===== src/rtl/rx_frame_fifo_pkg.sv =====
// rtl/rx_frame_fifo_pkg.sv - shared serial frame layout constants
// Used by both the receive FIFO and the transmit side.
package rx_frame_fifo_pkg;
  localparam int FRAME_W       = 10;
  localparam int START_BIT     = 0;
  localparam int STOP_BIT      = 9;
  localparam int DATA_LSB      = 1;
  localparam int DATA_MSB      = 8;
  localparam int DEFAULT_DEPTH = 8;
endpackage


===== src/rtl/rx_frame_fifo_if.sv =====
// rtl/rx_frame_fifo_if.sv - receiver/processor side signals of the rx frame FIFO
interface rx_frame_fifo_if
  import rx_frame_fifo_pkg::*;
#(
  parameter int WIDTH  = FRAME_W,
  parameter int ADDR_W = $clog2(DEFAULT_DEPTH)
);
  logic [WIDTH-1:0] frame_in;
  logic             frame_valid;
  logic [WIDTH-1:0] data_out;
  logic             data_err;
  logic             data_ready;
  logic             data_ack;
  logic [ADDR_W:0]  count;
  logic             overflow;
  logic             clear_overflow;

  modport master (
    output frame_in, frame_valid, data_ack, clear_overflow,
    input  data_out, data_err, data_ready, count, overflow
  );

  modport slave (
    input  frame_in, frame_valid, data_ack, clear_overflow,
    output data_out, data_err, data_ready, count, overflow
  );
endinterface


===== src/rtl/rx_frame_fifo_edge_detect.sv =====
// rtl/rx_frame_fifo_edge_detect.sv - rising-edge pulse from a level input
// RESET_VAL=1 keeps a level already high at reset release from looking like an edge.
module rx_frame_fifo_edge_detect #(
  parameter bit RESET_VAL = 1'b1
) (
  input  logic clk,
  input  logic reset,
  input  logic level_i,
  output logic pulse_o
);
  logic level_q;

  always_ff @(posedge clk) begin
    if (reset) level_q <= RESET_VAL;
    else       level_q <= level_i;
  end

  assign pulse_o = level_i & ~level_q & ~reset;
endmodule


===== src/rtl/rx_frame_fifo.sv =====
// rtl/rx_frame_fifo.sv - show-ahead FIFO of received serial frames with framing check
// Entries are {err, frame}; head is forced to zero when empty.
module rx_frame_fifo
  import rx_frame_fifo_pkg::*;
#(
  parameter int WIDTH  = FRAME_W,
  parameter int DEPTH  = DEFAULT_DEPTH,
  parameter int ADDR_W = $clog2(DEPTH)
) (
  input  logic            clk,
  input  logic            reset,
  rx_frame_fifo_if.slave  bus
);
  localparam logic [ADDR_W:0] FULL_CNT = (ADDR_W+1)'(DEPTH);

  logic [WIDTH:0]  mem_q [DEPTH];
  logic [ADDR_W-1:0] wr_ptr_q, wr_ptr_d;
  logic [ADDR_W-1:0] rd_ptr_q, rd_ptr_d;
  logic [ADDR_W:0]   count_q, count_d;
  logic              ovf_q, ovf_d;

  logic push_req, pop_req;
  logic full, empty, do_push, do_pop, frame_err;

  rx_frame_fifo_edge_detect #(.RESET_VAL(1'b1)) u_fv_edge (
    .clk     (clk),
    .reset   (reset),
    .level_i (bus.frame_valid),
    .pulse_o (push_req)
  );

  rx_frame_fifo_edge_detect #(.RESET_VAL(1'b1)) u_ack_edge (
    .clk     (clk),
    .reset   (reset),
    .level_i (bus.data_ack),
    .pulse_o (pop_req)
  );

  assign full      = (count_q == FULL_CNT);
  assign empty     = (count_q == '0);
  assign frame_err = bus.frame_in[START_BIT] | ~bus.frame_in[WIDTH-1];
  // A pop in the same cycle frees the slot, so a push into a full queue still lands.
  assign do_pop    = pop_req & ~empty;
  assign do_push   = push_req & (~full | do_pop);

  always_comb begin
    wr_ptr_d = wr_ptr_q;
    rd_ptr_d = rd_ptr_q;
    count_d  = count_q;
    ovf_d    = ovf_q;
    if (do_push) wr_ptr_d = wr_ptr_q + 1'b1;
    if (do_pop)  rd_ptr_d = rd_ptr_q + 1'b1;
    case ({do_push, do_pop})
      2'b10:   count_d = count_q + 1'b1;
      2'b01:   count_d = count_q - 1'b1;
      default: count_d = count_q;
    endcase
    if (push_req && full && !do_pop) ovf_d = 1'b1;
    else if (bus.clear_overflow)     ovf_d = 1'b0;
  end

  always_ff @(posedge clk) begin
    if (reset) begin
      wr_ptr_q <= '0;
      rd_ptr_q <= '0;
      count_q  <= '0;
      ovf_q    <= 1'b0;
    end else begin
      wr_ptr_q <= wr_ptr_d;
      rd_ptr_q <= rd_ptr_d;
      count_q  <= count_d;
      ovf_q    <= ovf_d;
    end
  end

  always_ff @(posedge clk) begin
    if (do_push) mem_q[wr_ptr_q] <= {frame_err, bus.frame_in};
  end

  assign bus.data_out   = empty ? '0   : mem_q[rd_ptr_q][WIDTH-1:0];
  assign bus.data_err   = empty ? 1'b0 : mem_q[rd_ptr_q][WIDTH];
  assign bus.data_ready = ~empty;
  assign bus.count      = count_q;
  assign bus.overflow   = ovf_q;
endmodule


===== src/flat_wrapper.sv =====
// flat-port wrapper written by rule: the top's interface ports become plain ports
module rx_frame_fifo_flat import rx_frame_fifo_pkg::*;
#(
  parameter int WIDTH  = FRAME_W,
  parameter int DEPTH  = DEFAULT_DEPTH,
  parameter int ADDR_W = $clog2(DEPTH)
)
  (clk, reset, bus_frame_in, bus_frame_valid, bus_data_ack, bus_clear_overflow, bus_data_out, bus_data_err, bus_data_ready, bus_count, bus_overflow);
  rx_frame_fifo_if #(.WIDTH(WIDTH), .ADDR_W(ADDR_W)) bus_i ();
  input  logic clk;
  input  logic reset;
  input wire logic [$bits(bus_i.frame_in)-1:0] bus_frame_in;
  input wire logic [$bits(bus_i.frame_valid)-1:0] bus_frame_valid;
  input wire logic [$bits(bus_i.data_ack)-1:0] bus_data_ack;
  input wire logic [$bits(bus_i.clear_overflow)-1:0] bus_clear_overflow;
  output wire logic [$bits(bus_i.data_out)-1:0] bus_data_out;
  output wire logic [$bits(bus_i.data_err)-1:0] bus_data_err;
  output wire logic [$bits(bus_i.data_ready)-1:0] bus_data_ready;
  output wire logic [$bits(bus_i.count)-1:0] bus_count;
  output wire logic [$bits(bus_i.overflow)-1:0] bus_overflow;
  assign bus_i.frame_in = bus_frame_in;
  assign bus_i.frame_valid = bus_frame_valid;
  assign bus_i.data_ack = bus_data_ack;
  assign bus_i.clear_overflow = bus_clear_overflow;
  assign bus_data_out = bus_i.data_out;
  assign bus_data_err = bus_i.data_err;
  assign bus_data_ready = bus_i.data_ready;
  assign bus_count = bus_i.count;
  assign bus_overflow = bus_i.overflow;
  rx_frame_fifo #(.WIDTH(WIDTH), .DEPTH(DEPTH), .ADDR_W(ADDR_W)) u_core (.clk(clk), .reset(reset), .bus(bus_i));
endmodule

===== config.mk =====
export PLATFORM = sky130hd
export DESIGN_NAME = rx_frame_fifo_flat
export DESIGN_NICKNAME = d
export VERILOG_FILES = /design/src/rtl/rx_frame_fifo_pkg.sv /design/src/rtl/rx_frame_fifo_if.sv /design/src/rtl/rx_frame_fifo_edge_detect.sv /design/src/rtl/rx_frame_fifo.sv /design/src/flat_wrapper.sv
export SDC_FILE = /design/constraint.sdc
export NUM_CORES = 1
export LEC_CHECK = 0
export CAP_MARGIN = 40
export CELL_PAD_IN_SITES_DETAIL_PLACEMENT = 1
export CELL_PAD_IN_SITES_GLOBAL_PLACEMENT = 2
export CORE_AREA = 5 5 85 145
export DETAILED_ROUTE_END_ITERATION = 16
export DIE_AREA = 0 0 90 150
export HOLD_SLACK_MARGIN = 0.05
export PLACE_DENSITY_LB_ADDON = 0.08
export SYNTH_ARGS = -nofsm -noshare
export SYNTH_HDL_FRONTEND = slang
export SYNTH_SLANG_ARGS = --single-unit

===== constraint.sdc =====
create_clock -name clk -period 2.9 [get_ports clk]
set_input_delay 0.58 -clock clk [delete_from_list [all_inputs] [get_ports clk]]
set_output_delay 0.58 -clock clk [all_outputs]
set_load 0.01 [all_outputs]

==> results of run 1 <==
routing by layer:
layer,GRT usage [%],vias up
li1,-,1025
met1,14.9,1139
met2,26.8,34
met3,2.46,9
met4,5.14,0
met5,0,-
area by class of cell:
class	instances	area [sq um]	area share, %
Timing Repair Buffer	62	586	11.3
Tap cell	132	165	3.18
Sequential cell	104	2960	57.1
Clock inverter	4	28.8	0.554
Multi-Input combinational cell	116	1170	22.5
Clock buffer	12	279	5.37
Inverter	1	3.75	0.0723
logic make-up (layout without fill, tap and decap cells):
kind of cell	Yosys count	count (layout)	synth area share [%]
buffers and inverters	11	79	1.38
xor gates and xnor gates	6	6	1.26
muxes	35	35	15.1
adders and majority gates	5	5	1.50
DFF	104	104	71.2
AOI/OAI and AO/OA	14	14	2.29
and+or+nand+nor	56	56	7.25
flip-flops by register name, summed over array words and instances (netlist names), named ones only:
signal and flops:
u_core.u_fv_edge.level_q 1, u_core.bus.count 4, u_core.u_ack_edge.level_q 1, u_core.mem_q 88
u_core.bus.overflow 1, u_core.wr_ptr_q 3, u_core.rd_ptr_q 3
worst min-delay path, stage by stage, from the launching register on:
cell and delay, ns:
dfxtp_1 0.31, nand2b_1 0.06, a21oi_1 0.06
cell usage after synthesis (3+ instances only):
cell / count / area [sq um]
nand2_1: 4 / 15.0
xor2_1: 3 / 26.3
xnor2_1: 3 / 26.3
mux2i_1: 12 / 120
edfxtp_1: 88 / 2640
clkbuf_1: 4 / 15.0
a21oi_1: 7 / 35.0
ha_1: 5 / 62.6
nor2_1: 24 / 90.1
nor2b_1: 4 / 25.0
dfxtp_1: 16 / 320
nand2b_1: 7 / 43.8
o21ai_0: 3 / 15.0
nor3_1: 4 / 20.0
mux4_2: 22 / 495
timing repair:
item	CTS	global route
gates resized for setup	0	1
setup endpoints to repair	0	1
setup buffers	0	0
endpoints found under the hold margin	0	0
through the flow:
stage	TNS (ns)	utilization, %	std cells	hold slack (ns)	instance area, sq um
after global routing	-0.00569	47.1	431	0.509	5190
final	0	47.1	431	0.478	5190
after detailed placement	-0.324	44.0	414	0.475	4860
after global placement	-0.246	44.0	414	0.461	4860
after CTS	0	46.8	430	0.488	5170
after floorplan	0	-	231	0.472	4160
power breakdown:
group	internal, mW	total (mW)	switching, mW
combinational	0.0497	0.0994	0.0497
sequential	1.63	1.63	0.00703
clock	0.692	1.21	0.519
total	2.37	2.94	0.576
final timing paths:
check,startpoint,endpoint,slack (ns),depth (start not counted)
setup / recovery,register,bus_data_out[2],0.09,5
hold / removal,u_core.bus.overflow,u_core.bus.overflow,0.48,2
setup reg to reg,u_core.bus.count[1],u_core.bus.count[2],0.59,10
hold reg to reg,u_core.bus.overflow,u_core.bus.overflow,0.48,2
==> reports/qor.yml, run 1 <==
synth_ff_type: "edfxtp_1"
crit_path_max_incr_delay_ns: 0.50
die_h_um: 150
startpoint_type: "register"
grt_usage_pct: 13.9
preCtsSetupSlack_ns: -0.190
gp_congestion: 0.743
ys_seq_area_share_pct: 71.2
fin_nets: 314
critPathArrivalTime_ns: 2.23
max_cap_violations: 0
drive_gt1_share_pct: 27.8
synthToLayoutAreaGrowth_pct: 24.9
dr_wl_met3_um: 246
drc: 0
start_util_pct: 37.7
period_share_pct: 96.9
vdd_drop_max_v: 0.000330
die_x_um: 90
ys_ff_latch: 104
path_clk_slew_ns: 0.07
hold_viol: 0
holdBufCountCts: 0
worstPathCellList: "buf_12, mux4_2, mux2i_1, nor2_1, clkdlybuf4s50_1"
synth_warnings: 0
p_per_area_nw_per_um2: 567
fin_ws_ns: 0.0896
cts_tree: "yes"
die_area_sq_um: 13500
layout_common_cells: "edfxtp_1, clkdlybuf4s50_1, buf_4"
tightest_slew_ns: 0.440
numPortBuffers: 31
synth_edf_count: 88
avgViaCountPerCell: 5.12
path_class: "register to output port"
initialDrtViolationCount: 94
grt_pass1_vias: 2532
setup_viol: 0
post_drt_wl_per_cell_um: 20.5
final_common_cell: "edfxtp_1"
outcome: "finished clean"
synthCells: 231
wl_met1_mm: 3.36
path_max_fanout: 11
p_total_mw: 2.94
clockBufferDepth: 2
worstPathRequired_ns: 2.32
cts-buffers-inserted: 9
drt_wl_total_mm: 8.85
grt_max_degree: 23
p_leak_nw: 1.71
synth_area_per_cell_sq_um: 18.0
root_buffer: "clkbuf_16"
mappedNetlistArea_sq_um: 4160
htree_levels: 3
finClkSkew_ns: 0.00671
core_sq_um: 11000
synthDistinctLibCells: 35
antenna_left: 0
antenna_found_initial: 0
cts_num_sinks: 104
syn_nets: 251
cp_top_family: "multiplexers"
fill_cells: 1068
firstDrtPassIters: 4
vias: 2207
grt_overflow: 0
hp-class: "register to register"
post-dp-hpwl_mm: 6.16
antenna_cells: 0
drv_slew: 0
async_reset_ff_share_pct: 0
dr_wl_met2_mm: 5.11
num_io_pins: 32
grt_pass1_wl_mm: 14.0
cp_num_buf_inv: 2
period_needed_ns: 2.81
fmax_mhz: 356
highest_layer: "met4"
cp_slowest_cell: "mux4_2"
maxSlewHeadroom_pct: 70.7
num_rows: 51
clock_latency_ns: 0.34
critPathCaptureType: "output port"
Power figures use the tool's default switching activity.
==> inputs of run 2 (changes only) <==
--- a/config.mk
+++ b/config.mk
@@ -5,7 +5,7 @@
 export SDC_FILE = /design/constraint.sdc
 export NUM_CORES = 1
 export LEC_CHECK = 0
-export CAP_MARGIN = 40
+export CAP_MARGIN = 20
 export CELL_PAD_IN_SITES_DETAIL_PLACEMENT = 1
 export CELL_PAD_IN_SITES_GLOBAL_PLACEMENT = 2
 export CORE_AREA = 5 5 85 145
==> results of run 2 <==
No change in the layout: final DEF, timing and power equal those of run 1.
